===== src/rtl/iagc_controller.sv =====
// Automatic gain controller: steps the gain word toward the reference amplitude
// and reports lock. Define IAGC_CONTROLLER_WATCHDOG_EN to add the MEASURE watchdog.
module iagc_controller #(
    parameter int unsigned IAGC_STATUS_SIZE     = 4,
    parameter int unsigned AMPLITUDE_DATA_SIZE  = 13,
    parameter int unsigned AMPLITUDE_COUNT_SIZE = 16,
    parameter int unsigned GAIN_SIZE            = 8,
    parameter int unsigned SAMPLE_DIV_SIZE      = 8
) (
    input  logic                            i_clock,
    input  logic                            i_reset,
    input  logic                            i_enable,
    input  logic [SAMPLE_DIV_SIZE-1:0]      i_sample_div,
    input  logic [AMPLITUDE_COUNT_SIZE-1:0] i_amplitude_count_cfg,
    input  logic [AMPLITUDE_DATA_SIZE-1:0]  i_tolerance,
    input  logic [AMPLITUDE_DATA_SIZE-1:0]  i_reference_amplitude,
    input  logic [AMPLITUDE_DATA_SIZE-1:0]  i_error_amplitude,
    input  logic                            i_amp_valid,
    output logic                            o_sample,
    output logic [IAGC_STATUS_SIZE-1:0]     o_iagc_status,
    output logic [AMPLITUDE_COUNT_SIZE-1:0] o_amplitude_count,
    output logic [GAIN_SIZE-1:0]            o_gain,
    output logic                            o_locked,
    output logic                            o_timeout
);

    localparam int unsigned CMP_W = AMPLITUDE_DATA_SIZE + 1;
    localparam logic [GAIN_SIZE-1:0] GAIN_RESET = {1'b1, {(GAIN_SIZE-1){1'b0}}};
    localparam logic [GAIN_SIZE-1:0] GAIN_MAX   = '1;

    typedef enum logic [3:0] {
        ST_RESET   = 4'b0000,
        ST_INIT    = 4'b0001,
        ST_MEASURE = 4'b0010,
        ST_ADJUST  = 4'b0011,
        ST_LOCKED  = 4'b0100
    } state_t;

    state_t                            state_q, state_d;
    logic [GAIN_SIZE-1:0]              gain_d;
    logic                              locked_d;
    logic [AMPLITUDE_COUNT_SIZE-1:0]   count_d;
    logic [AMPLITUDE_DATA_SIZE-1:0]    ref_q, ref_d, err_q, err_d;
    logic [1:0]                        lock_cnt_q, lock_cnt_d, lock_inc_c;
    logic [SAMPLE_DIV_SIZE-1:0]        div_cnt_q, div_cnt_d;
    logic                              sample_d;
    logic [CMP_W-1:0]                  ref_hi_c, err_hi_c;
    logic                              force_reset_c;

`ifdef IAGC_CONTROLLER_WATCHDOG_EN
    localparam int unsigned WD_W = 21;
    localparam logic [WD_W-1:0] WD_LIMIT = WD_W'(1 << 20);
    logic [WD_W-1:0] wd_cnt_q, wd_cnt_d;
    logic            wd_expire_c;
    logic            timeout_q, timeout_d;
`endif

    assign o_iagc_status = IAGC_STATUS_SIZE'(state_q);

    // Window bounds widened by one bit so ref+tol and err+tol never wrap
    assign ref_hi_c = CMP_W'(ref_q) + CMP_W'(i_tolerance);
    assign err_hi_c = CMP_W'(err_q) + CMP_W'(i_tolerance);

    always_comb begin
        state_d    = state_q;
        gain_d     = o_gain;
        locked_d   = o_locked;
        count_d    = o_amplitude_count;
        ref_d      = ref_q;
        err_d      = err_q;
        lock_cnt_d = lock_cnt_q;
        lock_inc_c = (lock_cnt_q == 2'd3) ? 2'd3 : lock_cnt_q + 2'd1;
        div_cnt_d  = '0;
        sample_d   = 1'b0;
        force_reset_c = !i_enable;
`ifdef IAGC_CONTROLLER_WATCHDOG_EN
        wd_expire_c   = (state_q == ST_MEASURE) && (wd_cnt_q == WD_LIMIT);
        force_reset_c = force_reset_c || wd_expire_c;
        wd_cnt_d      = (state_q == ST_MEASURE && !wd_expire_c) ? wd_cnt_q + WD_W'(1) : '0;
        timeout_d     = timeout_q || wd_expire_c;
`endif

        case (state_q)
            ST_RESET: begin
                if (i_enable) state_d = ST_INIT;
            end
            ST_INIT: begin
                count_d    = i_amplitude_count_cfg;
                lock_cnt_d = 2'd0;
                state_d    = ST_MEASURE;
            end
            ST_MEASURE, ST_LOCKED: begin
                if (i_amp_valid) begin
                    ref_d   = i_reference_amplitude;
                    err_d   = i_error_amplitude;
                    state_d = ST_ADJUST;
                end
            end
            ST_ADJUST: begin
                if (CMP_W'(err_q) > ref_hi_c) begin
                    gain_d     = (o_gain == '0) ? o_gain : o_gain - GAIN_SIZE'(1);
                    lock_cnt_d = 2'd0;
                    locked_d   = 1'b0;
                    state_d    = ST_MEASURE;
                end else if (err_hi_c < CMP_W'(ref_q)) begin
                    gain_d     = (o_gain == GAIN_MAX) ? o_gain : o_gain + GAIN_SIZE'(1);
                    lock_cnt_d = 2'd0;
                    locked_d   = 1'b0;
                    state_d    = ST_MEASURE;
                end else begin
                    lock_cnt_d = lock_inc_c;
                    if (lock_inc_c == 2'd3) begin
                        locked_d = 1'b1;
                        state_d  = ST_LOCKED;
                    end else begin
                        state_d  = ST_MEASURE;
                    end
                end
            end
            default: state_d = ST_RESET;
        endcase

        // Disable (or watchdog) overrides everything, including a pending gain step
        if (force_reset_c && state_q != ST_RESET) begin
            state_d    = ST_RESET;
            gain_d     = o_gain;
            locked_d   = 1'b0;
            lock_cnt_d = 2'd0;
        end

        // Sample divider runs from the edge that leaves RESET
        if (state_d != ST_RESET) begin
            sample_d  = (div_cnt_q == '0);
            div_cnt_d = (div_cnt_q >= i_sample_div) ? '0 : div_cnt_q + SAMPLE_DIV_SIZE'(1);
        end
    end

    always_ff @(posedge i_clock or posedge i_reset) begin
        if (i_reset) begin
            state_q           <= ST_RESET;
            o_gain            <= GAIN_RESET;
            o_locked          <= 1'b0;
            o_amplitude_count <= '0;
            o_sample          <= 1'b0;
            ref_q             <= '0;
            err_q             <= '0;
            lock_cnt_q        <= 2'd0;
            div_cnt_q         <= '0;
        end else begin
            state_q           <= state_d;
            o_gain            <= gain_d;
            o_locked          <= locked_d;
            o_amplitude_count <= count_d;
            o_sample          <= sample_d;
            ref_q             <= ref_d;
            err_q             <= err_d;
            lock_cnt_q        <= lock_cnt_d;
            div_cnt_q         <= div_cnt_d;
        end
    end

`ifdef IAGC_CONTROLLER_WATCHDOG_EN
    always_ff @(posedge i_clock or posedge i_reset) begin
        if (i_reset) begin
            wd_cnt_q  <= '0;
            timeout_q <= 1'b0;
        end else begin
            wd_cnt_q  <= wd_cnt_d;
            timeout_q <= timeout_d;
        end
    end
    assign o_timeout = timeout_q;
`else
    assign o_timeout = 1'b0;
`endif

endmodule


===== config.mk =====
export PLATFORM = sky130hd
export DESIGN_NAME = iagc_controller
export DESIGN_NICKNAME = d
export VERILOG_FILES = /design/src/rtl/iagc_controller.sv
export SDC_FILE = /design/constraint.sdc
export NUM_CORES = 1
export LEC_CHECK = 0
export ABC_AREA = 0
export CAP_MARGIN = 20
export CORE_AREA = 2 2 131 133
export DETAILED_ROUTE_END_ITERATION = 8
export DIE_AREA = 0 0 133 135
export PLACE_DENSITY = 0.51
export SYNTH_ARGS = -nofsm -noshare
export SYNTH_HDL_FRONTEND = slang
export SYNTH_SLANG_ARGS = --single-unit

===== constraint.sdc =====
create_clock -name i_clock -period 11.3 [get_ports i_clock]
set_input_delay 2.26 -clock i_clock [delete_from_list [all_inputs] [get_ports i_clock]]
set_output_delay 2.26 -clock i_clock [all_outputs]
set_load 0.02 [all_outputs]

==> qor.csv <==
metric;value;unit
status;finished, final reports clean;
fin_tns_setup;0;ns
fin_total_pwr;1270;uW
die_h;135;microns
layout_commonest_cell;clkdlybuf4s50_1;
synth_ff_type;dfrtp_1;
drt_wl_total;12.0;mm
vias;3924;
htree_levels;3;
ys_async_sr_fraction;100;%
post_cts_buffers;0;
startpoint_type;primary input;
initial_utilization;29.5;%
fp-row-count;47;
powerDensity;199;mW/mm^2
setup_viol;0;
crit_arrival;8.12;ns
crit_path_max_fanout;6;
dp_hpwl;9.28;mm
cts-resized-gates;0;
cts-root-buf;clkbuf_16;
tightest_slew;0.883;ns
overflow;0;
place.port_buffers;96;
final_nets;719;
ys_seq_elements;66;
multi_input_area;0.00301;sq mm
dieArea;0.0180;sq mm
antenna_found_initial;2;
cts_tree;yes;
clock_latency;0.34;ns
clock-sinks;66;
syn_inst;478;
cts_buffer_depth;2;
syn2layout_area_growth;32.0;%
pin_count;98;
drive_gt1_share;12.6;%
place_congestion;0.914;
grt_pass1_vias;4237;
endpoint_kind;flop;
cts_made_buffers;9;
clkTransAtPathRegs;0.06;ns
seqCellArea;0.00165;sq mm
synth-edff-count;0;
grt_max_degree;67;
dpl_cell_area;0.00607;sq mm
wl_per_cell;14.8;microns
whs;0.506;ns
p_leak;0.00289;uW
track_usage;14.4;%
synth-seq-area-share;34.1;%
cap_violations;0;
timing.max_slew.rel_slack;41.1;%
drv_slew;0;
viasPerCell;4.86;
synth_cell_types;55;
fillers;1620;
skew;0.0109;ns
synth.avg_cell_area;10.1;sq um
drtIter0Drc;139;
drt_first_pass_iters;4;
critPathKind;in -> reg;
rrSetupSlack;5.45;ns
hold_viol_final;0;
drcViolationCount;0;
ctsHoldBuffers;0;
min_path_type;reg -> reg;
synth_warnings;0;
grt_pass1_wl;20.5;mm
fmax;0.127;GHz
netlist_area;0.00484;sq mm
mostFrequentLayoutCells;96 x clkdlybuf4s50_1, 67 x ha_1, 65 x dfrtp_1;
die_w;133;microns
drtAntennaViolNets;0;
design.core.area;0.0164;sq mm
rsz0062_at_grt;no;
finalInstanceArea;0.00639;sq mm
ir_worst_vdd;0.0000815;V
period_minus_slack;7.85;ns
finalCritPeriodShare;69.5;%
cp_data_required_time;11.57;ns
==> final cells by class <==
class / count / share of cell area, %
timing repair buffer: 99 / 15.4
inverter: 38 / 2.23
antenna: 1 / 0.0392
clock buffer: 11 / 3.80
tap: 220 / 4.31
sequential: 66 / 25.9
multi-input combinational: 368 / 47.2
clock inverter: 5 / 1.21
==> layer usage <==
metal  global-route usage (%)  share of wire (%)  wire length, microns
met1                     17.4                 46                  5470
met2                     23.5                 46                  5530
met3                     4.77                6.1                   728
met4                     6.15                1.9                   226
met5                        0              0.092                    11
==> synth_stat cells, types with 12 or more instances <==
cell      n  area, sq um
ha_1     67          838
dfrtp_1  65         1630
mux2_2   42          473
nor2_1   39          146
inv_1    38          143
a21oi_1  26          130
xnor2_1  19          166
nand3_1  18         90.1
nand2_1  15         56.3
o21ai_0  15         75.1
a21o_1   12         90.1
xor2_1   12          105
==> state kept, by name (all words and copies together) (netlist names) <==
register and count:
o_locked 1, ref_q 13, div_cnt_q 8, o_iagc_status 4, err_q 13, lock_cnt_q 2, o_amplitude_count 16, o_gain 8
o_sample 1
==> path summary, 6_finish.rpt <==
kind	endpoint	from	cells past startpoint
min in group asynchronous	err_q[0]	i_reset	3
setup / recovery	o_gain[7]	i_tolerance[0]	25
hold / removal	o_amplitude_count[7]	o_amplitude_count[7]	1
setup reg to reg	o_gain[7]	ref_q[0]	24
max in group asynchronous	ref_q[11]	i_reset	3
hold reg to reg	o_amplitude_count[7]	o_amplitude_count[7]	1
==> power breakdown <==
group	total [uW]	switching [uW]	leakage, uW	internal (uW)
logic	635	329	0.00190	306
registers	331	46.7	0.000838	284
clock network	306	108	0.000156	198
==> metrics by stage <==
step | utilization, % | instances | setup slack, ns
after floorplan | - | 479 | 4.15
after global placement | 37.0 | 791 | 3.21
after detailed placement | 37.0 | 791 | 3.07
after CTS | 38.9 | 807 | 3.42
after global routing | 38.9 | 807 | 2.80
final | 38.9 | 808 | 3.45
==> logic make-up (layout without fill, tap and decap cells) <==
family / Yosys count / count (layout) / share of synthesized area (%)
AO/OA/AOI/OAI: 106 / 106 / 15.2
XOR/XNOR: 31 / 31 / 5.61
adder cells (fa/ha/maj): 71 / 71 / 18.8
buffers and inverters: 45 / 153 / 3.72
flip-flops: 66 / 66 / 34.1
multiplexers: 48 / 48 / 11.5
other: 1 / 3 / 0.0774
AND/OR/NAND/NOR: 110 / 110 / 11.0
==> worst max-delay path: stages <==
cell and delay, ns:
clkdlybuf4s50_1 0.44, ha_1 0.24, fa_1 0.41, a21o_1 0.20
a21oi_1 0.21, o21bai_1 0.11, a2111oi_0 0.55, o31ai_1 0.24
and4_2 0.28, nor3_1 0.19, ha_1 0.27, nand3_1 0.08
nor4_1 0.08, a2111oi_4 0.31, o41ai_1 0.17, a21o_4 0.24
inv_1 0.19, ha_1 0.29, a211oi_1 0.23, nor2_1 0.10
o31ai_1 0.26, a21oi_1 0.13, a2111oi_0 0.38, a31oi_1 0.10
xnor2_1 0.16
Power figures use the tool's default switching activity.
